==> src/rtl/rsqrt_req_arbiter.sv <==
// Round-robin arbiter that shares one rsqrt_lut ROM between NUM_REQ normalization lanes.
// One lookup is in flight at a time; the result returns tagged with the requester index.
module rsqrt_req_arbiter #(
  parameter int unsigned NUM_REQ = 4,
  parameter int unsigned ID_W    = $clog2(NUM_REQ)
) (
  input  logic                    clk,
  input  logic                    rst,
  input  logic [NUM_REQ-1:0]      req_valid,
  output logic [NUM_REQ-1:0]      req_ready,
  input  logic [NUM_REQ*16-1:0]   req_x,
  output logic                    resp_valid,
  input  logic                    resp_ready,
  output logic [15:0]             resp_data,
  output logic [ID_W-1:0]         resp_id,
  output logic [7:0]              lut_addr,
  input  logic [15:0]             lut_data,
  output logic                    busy
);

  localparam int unsigned CW = ID_W + 1;

  typedef enum logic [1:0] {
    S_IDLE  = 2'd0,
    S_ISSUE = 2'd1,
    S_WAIT  = 2'd2,
    S_RESP  = 2'd3
  } state_t;

  state_t            r_state;
  logic [ID_W-1:0]   r_rr_ptr;
  logic [7:0]        r_x_q;
  logic [ID_W-1:0]   r_id_q;
  logic              r_resp_valid;
  logic [15:0]       r_resp_data;
  logic [ID_W-1:0]   r_resp_id;
  logic [7:0]        r_lut_addr;
  logic              r_busy;

  logic              w_gnt_found;
  logic [ID_W-1:0]   w_gnt_idx;
  logic [NUM_REQ-1:0] w_onehot;
  logic [7:0]        w_sel_x_hi;
  logic [ID_W-1:0]   w_ptr_nxt;

  // First valid requester at or after the round-robin pointer, wrapping mod NUM_REQ.
  always_comb begin
    logic [CW-1:0] cand;
    w_gnt_found = 1'b0;
    w_gnt_idx   = '0;
    cand        = '0;
    for (int k = 0; k < NUM_REQ; k++) begin
      cand = {1'b0, r_rr_ptr} + CW'(k);
      if (cand >= CW'(NUM_REQ)) begin
        cand = cand - CW'(NUM_REQ);
      end
      if (!w_gnt_found && req_valid[cand[ID_W-1:0]]) begin
        w_gnt_found = 1'b1;
        w_gnt_idx   = cand[ID_W-1:0];
      end
    end
  end

  assign w_onehot   = NUM_REQ'(1) << w_gnt_idx;
  assign w_sel_x_hi = req_x[{w_gnt_idx, 4'b1000} +: 8];
  assign w_ptr_nxt  = (w_gnt_idx == ID_W'(NUM_REQ - 1)) ? '0 : w_gnt_idx + ID_W'(1);

  // Accept is combinational and only offered while idle and out of reset.
  assign req_ready = (!rst && r_state == S_IDLE && w_gnt_found) ? w_onehot : '0;

  // Sequencer: grant, present ROM address, capture ROM data, hold response until taken.
  always_ff @(posedge clk) begin
    if (rst) begin
      r_state      <= S_IDLE;
      r_rr_ptr     <= '0;
      r_x_q        <= '0;
      r_id_q       <= '0;
      r_resp_valid <= 1'b0;
      r_resp_data  <= '0;
      r_resp_id    <= '0;
      r_lut_addr   <= '0;
      r_busy       <= 1'b0;
    end else begin
      case (r_state)
        S_IDLE: begin
          if (w_gnt_found) begin
            r_x_q      <= w_sel_x_hi;
            r_id_q     <= w_gnt_idx;
            r_rr_ptr   <= w_ptr_nxt;
            // Address leaves with the grant so ROM data is ready in WAIT.
            r_lut_addr <= w_sel_x_hi;
            r_busy     <= 1'b1;
            r_state    <= S_ISSUE;
          end
        end
        S_ISSUE: begin
          r_lut_addr <= r_x_q;
          r_state    <= S_WAIT;
        end
        S_WAIT: begin
          r_lut_addr   <= r_x_q;
          r_resp_data  <= lut_data;
          r_resp_id    <= r_id_q;
          r_resp_valid <= 1'b1;
          r_state      <= S_RESP;
        end
        S_RESP: begin
          r_lut_addr <= r_x_q;
          if (resp_ready) begin
            r_resp_valid <= 1'b0;
            r_busy       <= 1'b0;
            r_state      <= S_IDLE;
          end
        end
        default: begin
          r_state <= S_IDLE;
          r_busy  <= 1'b0;
        end
      endcase
    end
  end

  assign resp_valid = r_resp_valid;
  assign resp_data  = r_resp_data;
  assign resp_id    = r_resp_id;
  assign lut_addr   = r_lut_addr;
  assign busy       = r_busy;

endmodule
==> config.mk <==
export PLATFORM = sky130hd
export DESIGN_NAME = rsqrt_req_arbiter
export DESIGN_NICKNAME = d
export VERILOG_FILES = /design/src/rtl/rsqrt_req_arbiter.sv
export SDC_FILE = /design/constraint.sdc
export NUM_CORES = 1
export LEC_CHECK = 0
export BUFFER_PORTS_ARGS = -buffer_cell sky130_fd_sc_hd__buf_2
export CORE_ASPECT_RATIO = 1.5
export CORE_MARGIN = 2
export CORE_UTILIZATION = 40
export DETAILED_ROUTE_END_ITERATION = 8
export PLACE_DENSITY = 0.76
export SYNTH_ARGS = -nofsm -noshare
export SYNTH_HDL_FRONTEND = slang
export SYNTH_SLANG_ARGS = --single-unit
==> constraint.sdc <==
create_clock -name clk -period 1.9 [get_ports clk]
set_clock_uncertainty 0.15 [all_clocks]
set_input_delay 0.38 -clock clk [delete_from_list [all_inputs] [get_ports clk]]
set_output_delay 0.38 -clock clk [all_outputs]
set_load 0.005 [all_outputs]
Yosys cells after proc, flatten, opt, wreduce, memory -nomap -nowiden
Cells that the tools add are included.
{"block": "totals", "regBits": 42, "in_bits": 87, "out_inout_bits": 32, "elab_cells": 81}
{"block": "op_classes", "add_sub_neg": 8, "order_cmp": 8, "n_eq_ne": 6, "shifts": 2, "muxes": 31, "reduce_logical": 17}
{"op": "$shiftx A64 B7 Y8", "count": 1}
{"op": "$mux W2", "count": 11}
{"op": "$pmux W8 S2", "count": 1}
{"op": "$lt A2 B3 Y1 const B", "count": 4}
{"op": "$mux W1", "count": 10}
{"op": "$ge A3 B3 Y1 const B", "count": 3}
{"op": "$bmux W1 S2", "count": 4}
{"op": "$mux W8", "count": 1}
{"op": "$pmux W2 S4", "count": 1}
{"op": "$sub A2 B1 Y2 const B", "count": 4}
{"op": "$add A2 B2 Y3 const B", "count": 2}
{"op": "$eq A2 B2 Y1 const B", "count": 3}
{"op": "$reduce_and A2 Y1", "count": 3}
{"op": "$logic_and A1 B1 Y1", "count": 5}
{"op": "$logic_not A1 Y1", "count": 4}
{"op": "$mux W4", "count": 1}
{"op": "$ne A2 B2 Y1 const B", "count": 2}
{"op": "$pmux W1 S2", "count": 2}
{"op": "$reduce_bool A2 Y1", "count": 2}
{"op": "$shl A1 B2 Y4 const A", "count": 1}
{"op": "$add A2 B1 Y3 const B", "count": 1}
{"op": "$ge A2 B3 Y1 const B", "count": 1}
{"op": "$reduce_and A3 Y1", "count": 1}
{"op": "$reduce_or A3 Y1", "count": 1}
{"op": "3 further kinds", "count": 3}

Longest topological paths before layout
{"block": "logic_depth", "ltp_word": 17, "ltp_mapped": 8, "ltp_nobuf": 7}

Worst setup path before layout
No wires, ideal clock.
{"block": "synth_timing", "path_type": "register to output", "from": "register r_rr_ptr[1]", "to": "output req_ready[2]", "arrival_ns": 1.472, "required_time_ns": 1.370, "slack_ns": -0.102, "stages_incl_launch_ff": 7, "path_buffers": 0, "path_cell_list": "dfxtp_1 > mux2i_1 > o22ai_1 > nor2_1 > clkinv_1 > ha_1 > and3_1"}
{"block": "synth_via", "elab_chain_cells": 16, "elab_cells_between_ends": 40, "classes_between": "add/sub (7); order compare (4); shift (1); mux (21); reduce/logical (7)"}
{"item": "from (decl)", "line": "31", "rtl": "logic [ID_W-1:0] r_rr_ptr;"}
{"item": "from (signal assigned)", "line": "89", "rtl": "r_rr_ptr <= w_ptr_nxt;"}
{"item": "branches (longest 15 deep; another with $add A2 B1 Y3)"}
{"item": "$mux W4 *", "line": "69", "rtl": "assign req_ready = (!rst && r_state == S_IDLE && w_gnt_found) ? w_onehot : '0;"}
{"item": "to (decl)", "line": "10", "rtl": "output logic [NUM_REQ-1:0] req_ready,"}
Mark *: on every way between the ends. The select of a mux whose other input is x is not followed.

Worst setup path after layout
{"block": "layout_timing", "from": "register r_rr_ptr[1]", "to": "output req_ready[1]"}
Same word-level chain as after synthesis.

==> results.txt <==
The CTS root buffer is sky130_fd_sc_hd__clkbuf_8. The highest attainable clock frequency came out at between 400 and 500 MHz. The maximum level of the CTS H-tree is 2.

The proportion of netlist area held by the largest area contributor is 0.397. The worst setup path is captured at a primary output. Setup repair after global routing could not meet its margin everywhere. For this design the ratio of total power to cell area is 1430 mW/mm^2. The largest incremental delay on the critical path came out at 0.38 ns. Tracing the worst setup path back leads to its startpoint at r_rr_ptr[1]. The signal on the critical path passes through mux2i_2 -> o22ai_2 -> nor2_4 -> buf_6 -> ha_4 -> and3_1 -> buf_2. The count of final hold-check violations is 0.

The origin of the critical flop-to-flop path is r_rr_ptr[1]. The average size of a mapped cell is 9.14 sq um. In this design, the largest share of critical-path delay is due to flip-flops. The largest individual stage delay along the critical path comes from the cell sky130_fd_sc_hd__dfxtp_4. Of the synthesized area, sequential elements account for 0.397. The antenna cell count came out at 0. The clock edge transition at the registers on the reported setup and hold paths came out at approximately 0.08 ns. The number of buffers inserted during clock tree synthesis is 5. Of the cells placed in the final design, the portion with a size suffix greater than 1 is 0.497. The number of inserted filler cells in the final layout is 429. The per-cell via count in the routed design is between 5 and 6. The setup check on the worst reg-to-reg path leaves a slack of -0.19 ns.

The count of distinct cell types in the synthesized netlist is 34. The floorplan has 32 rows. In this run the worst setup path terminates at req_ready[1]. The die boundary height is 93.2 microns. Before CTS, the worst setup slack after placement is -0.243 ns.

TritonCTS built the clock tree. The run finished, with violations left. The kind of start point of the critical path is a flop.

The buffer depth of the longest clock path is 2. By area the synthesized netlist is led by sky130_fd_sc_hd__dfxtp_1, sky130_fd_sc_hd__mux2i_1, sky130_fd_sc_hd__ha_1. The total core area came out at approximately 0.005 sq mm. The worst vdd rail ir drop came out at slightly below 0.7 mV. Once detail routing completed, the nets flagged for antenna violations numbered 0. The worst register-to-register path has a depth of 9. The count of nets after finishing is about 440.

The checks that failed: negative setup slack. The worst hold path belongs to the class in2reg. The final weighted congestion of routability-driven global placement is approximately 0.88. At the pin with the least slew margin, the transition time is ~0.42 ns. Measured against its own limit, the worst slew margin works out to 0.722.

The initial standard-cell utilization of the core is 0.414. The worst path in the final design needs a cycle of 2.21 ns, including I/O delays and setup. The number of max-slew violations in the final report is 0.

In this run the critical register-to-register path is captured at r_x_q[1]. The count of clock tree sinks came out at 42. The arrival time reported for the critical path endpoint is 1.68 ns.

The largest fanout on the critical path came out at 4. For the worst setup path, the data required time is about 1.4 ns. The final sum of negative setup slack came out at -3.12 ns. In the routed design, unresolved DRC markers number 0. The total of warnings raised by yosys came out at 0. During I/O placement, the number of pins put on the boundary was 119.

The die width came out at 63.4 microns. The synthesis-to-layout area growth came out at 55.8%. The residual overflow from global routing is 0.

The area of the mapped netlist came out at roughly 0.0021 sq mm. Synthesis produced around 230 cells. The leakage power summed over all cells came out at ~0.0015 uW.

Before antenna repair, the detailed router went through 4 iterations. The via count of the first global-routing pass came out at 2073. For this run, the total global-route usage over all layers was measured as 0.194. The start-to-end type of the worst setup path is reg2out. The die area is around 0.006 sq mm.

The post-detailed-route wirelength per cell is around 15 microns. The violation count after the first detailed-route iteration came out at about 180. The quantity of I/O buffers inserted on ports is 86.

The max-cap check violation count is 0. The synthesized net count is 327. The design draws 4730 uW. The total routed wirelength came out at ~6400 microns. After legalization and detailed placement, the total HPWL measured between 3000 and 4000 microns.

After synthesis the netlist holds a flip-flop and latch count of 42. The routed layout has roughly 2200 vias. The initial antenna violation count is 0. The total setup violations reported at the end of the flow is 18. At the end of the flow the core is filled with cells to 0.645. For the worst-skew pair, the clock arrives at the later sink with an insertion delay of about 0.30 ns. The share of the clock period used by the worst path is 1.16.

The number of buffers and inverters on the critical path is 2. The maximum number of pins on one net before global-route repair is 30. Setup slack on the critical path of the routed design comes to -0.313 ns. Of all cell types, the one taking the most synthesized area is sky130_fd_sc_hd__dfxtp_1.

The number of logic stages on the critical path including buffering is 7. The wire length of the first global-routing pass came out at between 9000 and 10000 microns.
how the worst min path moves through the flow:
stage / from / end / slack, ns / depth (start not counted)
after global placement: r_x_q[0] / r_x_q[0] / 0.30 / 2
after CTS: lut_data[7] / resp_data[7] / 0.16 / 3
final: lut_data[15] / resp_data[15] / 0.16 / 3
after detailed placement: r_x_q[0] / r_x_q[0] / 0.30 / 2
after global routing: lut_data[2] / resp_data[2] / 0.16 / 3
after floorplan: r_id_q[1] / r_id_q[1] / 0.29 / 2
stage by stage:
stage / hold WS, ns / std cells / area (sq um)
after floorplan: 0.286 / 232 / 2140
after global placement: 0.300 / 397 / 2770
after detailed placement: 0.304 / 397 / 2770
after CTS: 0.155 / 412 / 3120
after global routing: 0.158 / 416 / 3300
final: 0.164 / 416 / 3300
power breakdown:
part	total (uW)	switching (uW)	internal, uW
clock network	847	321	527
registers	1340	168	1170
logic	2540	1220	1320
worst reg2reg max path: cells and delay by family (launching register included):
family | cells | cell delay (ns)
simple gates | 1 | 0.09
flops | 1 | 0.37
compound gates | 4 | 0.67
buf+inv | 3 | 0.44
mux | 1 | 0.27
what timing repair did:
item,4_1_cts,5_1_grt
gates resized for setup,31,27
hold buffers,0,0
pin swaps,26,19
buffers inserted,6,5
cloned,1,0
setup endpoints to repair,12,20
cell type report:
cell class | instances | area [sq um] | share of cell area
timing repair buffer | 121 | 753 | 0.228
sequential | 42 | 845 | 0.256
clock inverter | 3 | 68.8 | 0.0208
clock buffer | 5 | 68.8 | 0.0208
inverter | 14 | 57.6 | 0.0174
tap | 68 | 85.1 | 0.0258
multi-input combinational | 163 | 1430 | 0.431
cell families after synthesis:
family / after synthesis / share of synthesized area
adder cells (fa/ha/maj): 8 / 0.0472
AO/OA/AOI/OAI: 46 / 0.159
flip-flops: 42 / 0.397
buffers and inverters: 27 / 0.0643
multiplexers: 38 / 0.181
AND/OR/NAND/NOR: 71 / 0.152
metal layers:
layer	wire length, microns	vias to the layer above	GRT usage
met5	0	-	0
met4	252	0	0.0707
met3	458	24	0.0517
met2	3340	133	0.360
met1	2300	993	0.207
li1	-	1044	-
synthesized netlist by cell type:
master	count
sky130_fd_sc_hd__a211oi_1	2
sky130_fd_sc_hd__a21oi_1	8
sky130_fd_sc_hd__a21oi_2	1
sky130_fd_sc_hd__a22oi_1	1
sky130_fd_sc_hd__a31o_2	6
sky130_fd_sc_hd__a31oi_1	2
sky130_fd_sc_hd__and2_1	1
sky130_fd_sc_hd__and2b_1	1
sky130_fd_sc_hd__and3_1	10
sky130_fd_sc_hd__buf_1	2
sky130_fd_sc_hd__buf_12	1
sky130_fd_sc_hd__buf_4	1
sky130_fd_sc_hd__buf_6	2
sky130_fd_sc_hd__clkbuf_1	7
sky130_fd_sc_hd__clkinv_1	1
sky130_fd_sc_hd__dfxtp_1	42
sky130_fd_sc_hd__ha_1	8
sky130_fd_sc_hd__inv_1	13
sky130_fd_sc_hd__mux2_2	2
sky130_fd_sc_hd__mux2i_1	36
sky130_fd_sc_hd__nand2_1	23
sky130_fd_sc_hd__nand2b_1	2
sky130_fd_sc_hd__nand3_1	3
sky130_fd_sc_hd__nor2_1	26
sky130_fd_sc_hd__nor2b_1	1
sky130_fd_sc_hd__nor3_1	1
sky130_fd_sc_hd__nor4_1	1
sky130_fd_sc_hd__nor4b_1	2
sky130_fd_sc_hd__o21ai_0	9
sky130_fd_sc_hd__o21ai_2	1
sky130_fd_sc_hd__o221a_1	6
sky130_fd_sc_hd__o22ai_1	7
sky130_fd_sc_hd__o2bb2a_4	1
sky130_fd_sc_hd__o31ai_1	2
placed cells by master (no fill, tap or decap), types with 3 or more instances in the layout:
cell	instances
sky130_fd_sc_hd__ha_1	4
sky130_fd_sc_hd__buf_2	86
sky130_fd_sc_hd__nand2_1	21
sky130_fd_sc_hd__o21ai_0	7
sky130_fd_sc_hd__and3_1	9
sky130_fd_sc_hd__o221a_1	6
sky130_fd_sc_hd__nor2_1	25
sky130_fd_sc_hd__nand3_1	3
sky130_fd_sc_hd__inv_1	12
sky130_fd_sc_hd__a31o_2	6
sky130_fd_sc_hd__buf_6	4
sky130_fd_sc_hd__clkbuf_8	5
sky130_fd_sc_hd__mux2i_1	24
sky130_fd_sc_hd__dfxtp_1	41
sky130_fd_sc_hd__o22ai_2	6
sky130_fd_sc_hd__buf_4	28
sky130_fd_sc_hd__mux2i_4	11
sky130_fd_sc_hd__ha_4	3
sky130_fd_sc_hd__a21oi_1	7
sequential cells by signal, summed over array words and instances, names as in the netlist:
register	flops
busy	1
lut_addr	8
r_id_q	2
r_rr_ptr	2
r_state	2
r_x_q	8
resp_data	16
resp_id	2
resp_valid	1
(Power assumes the default switching activity.)
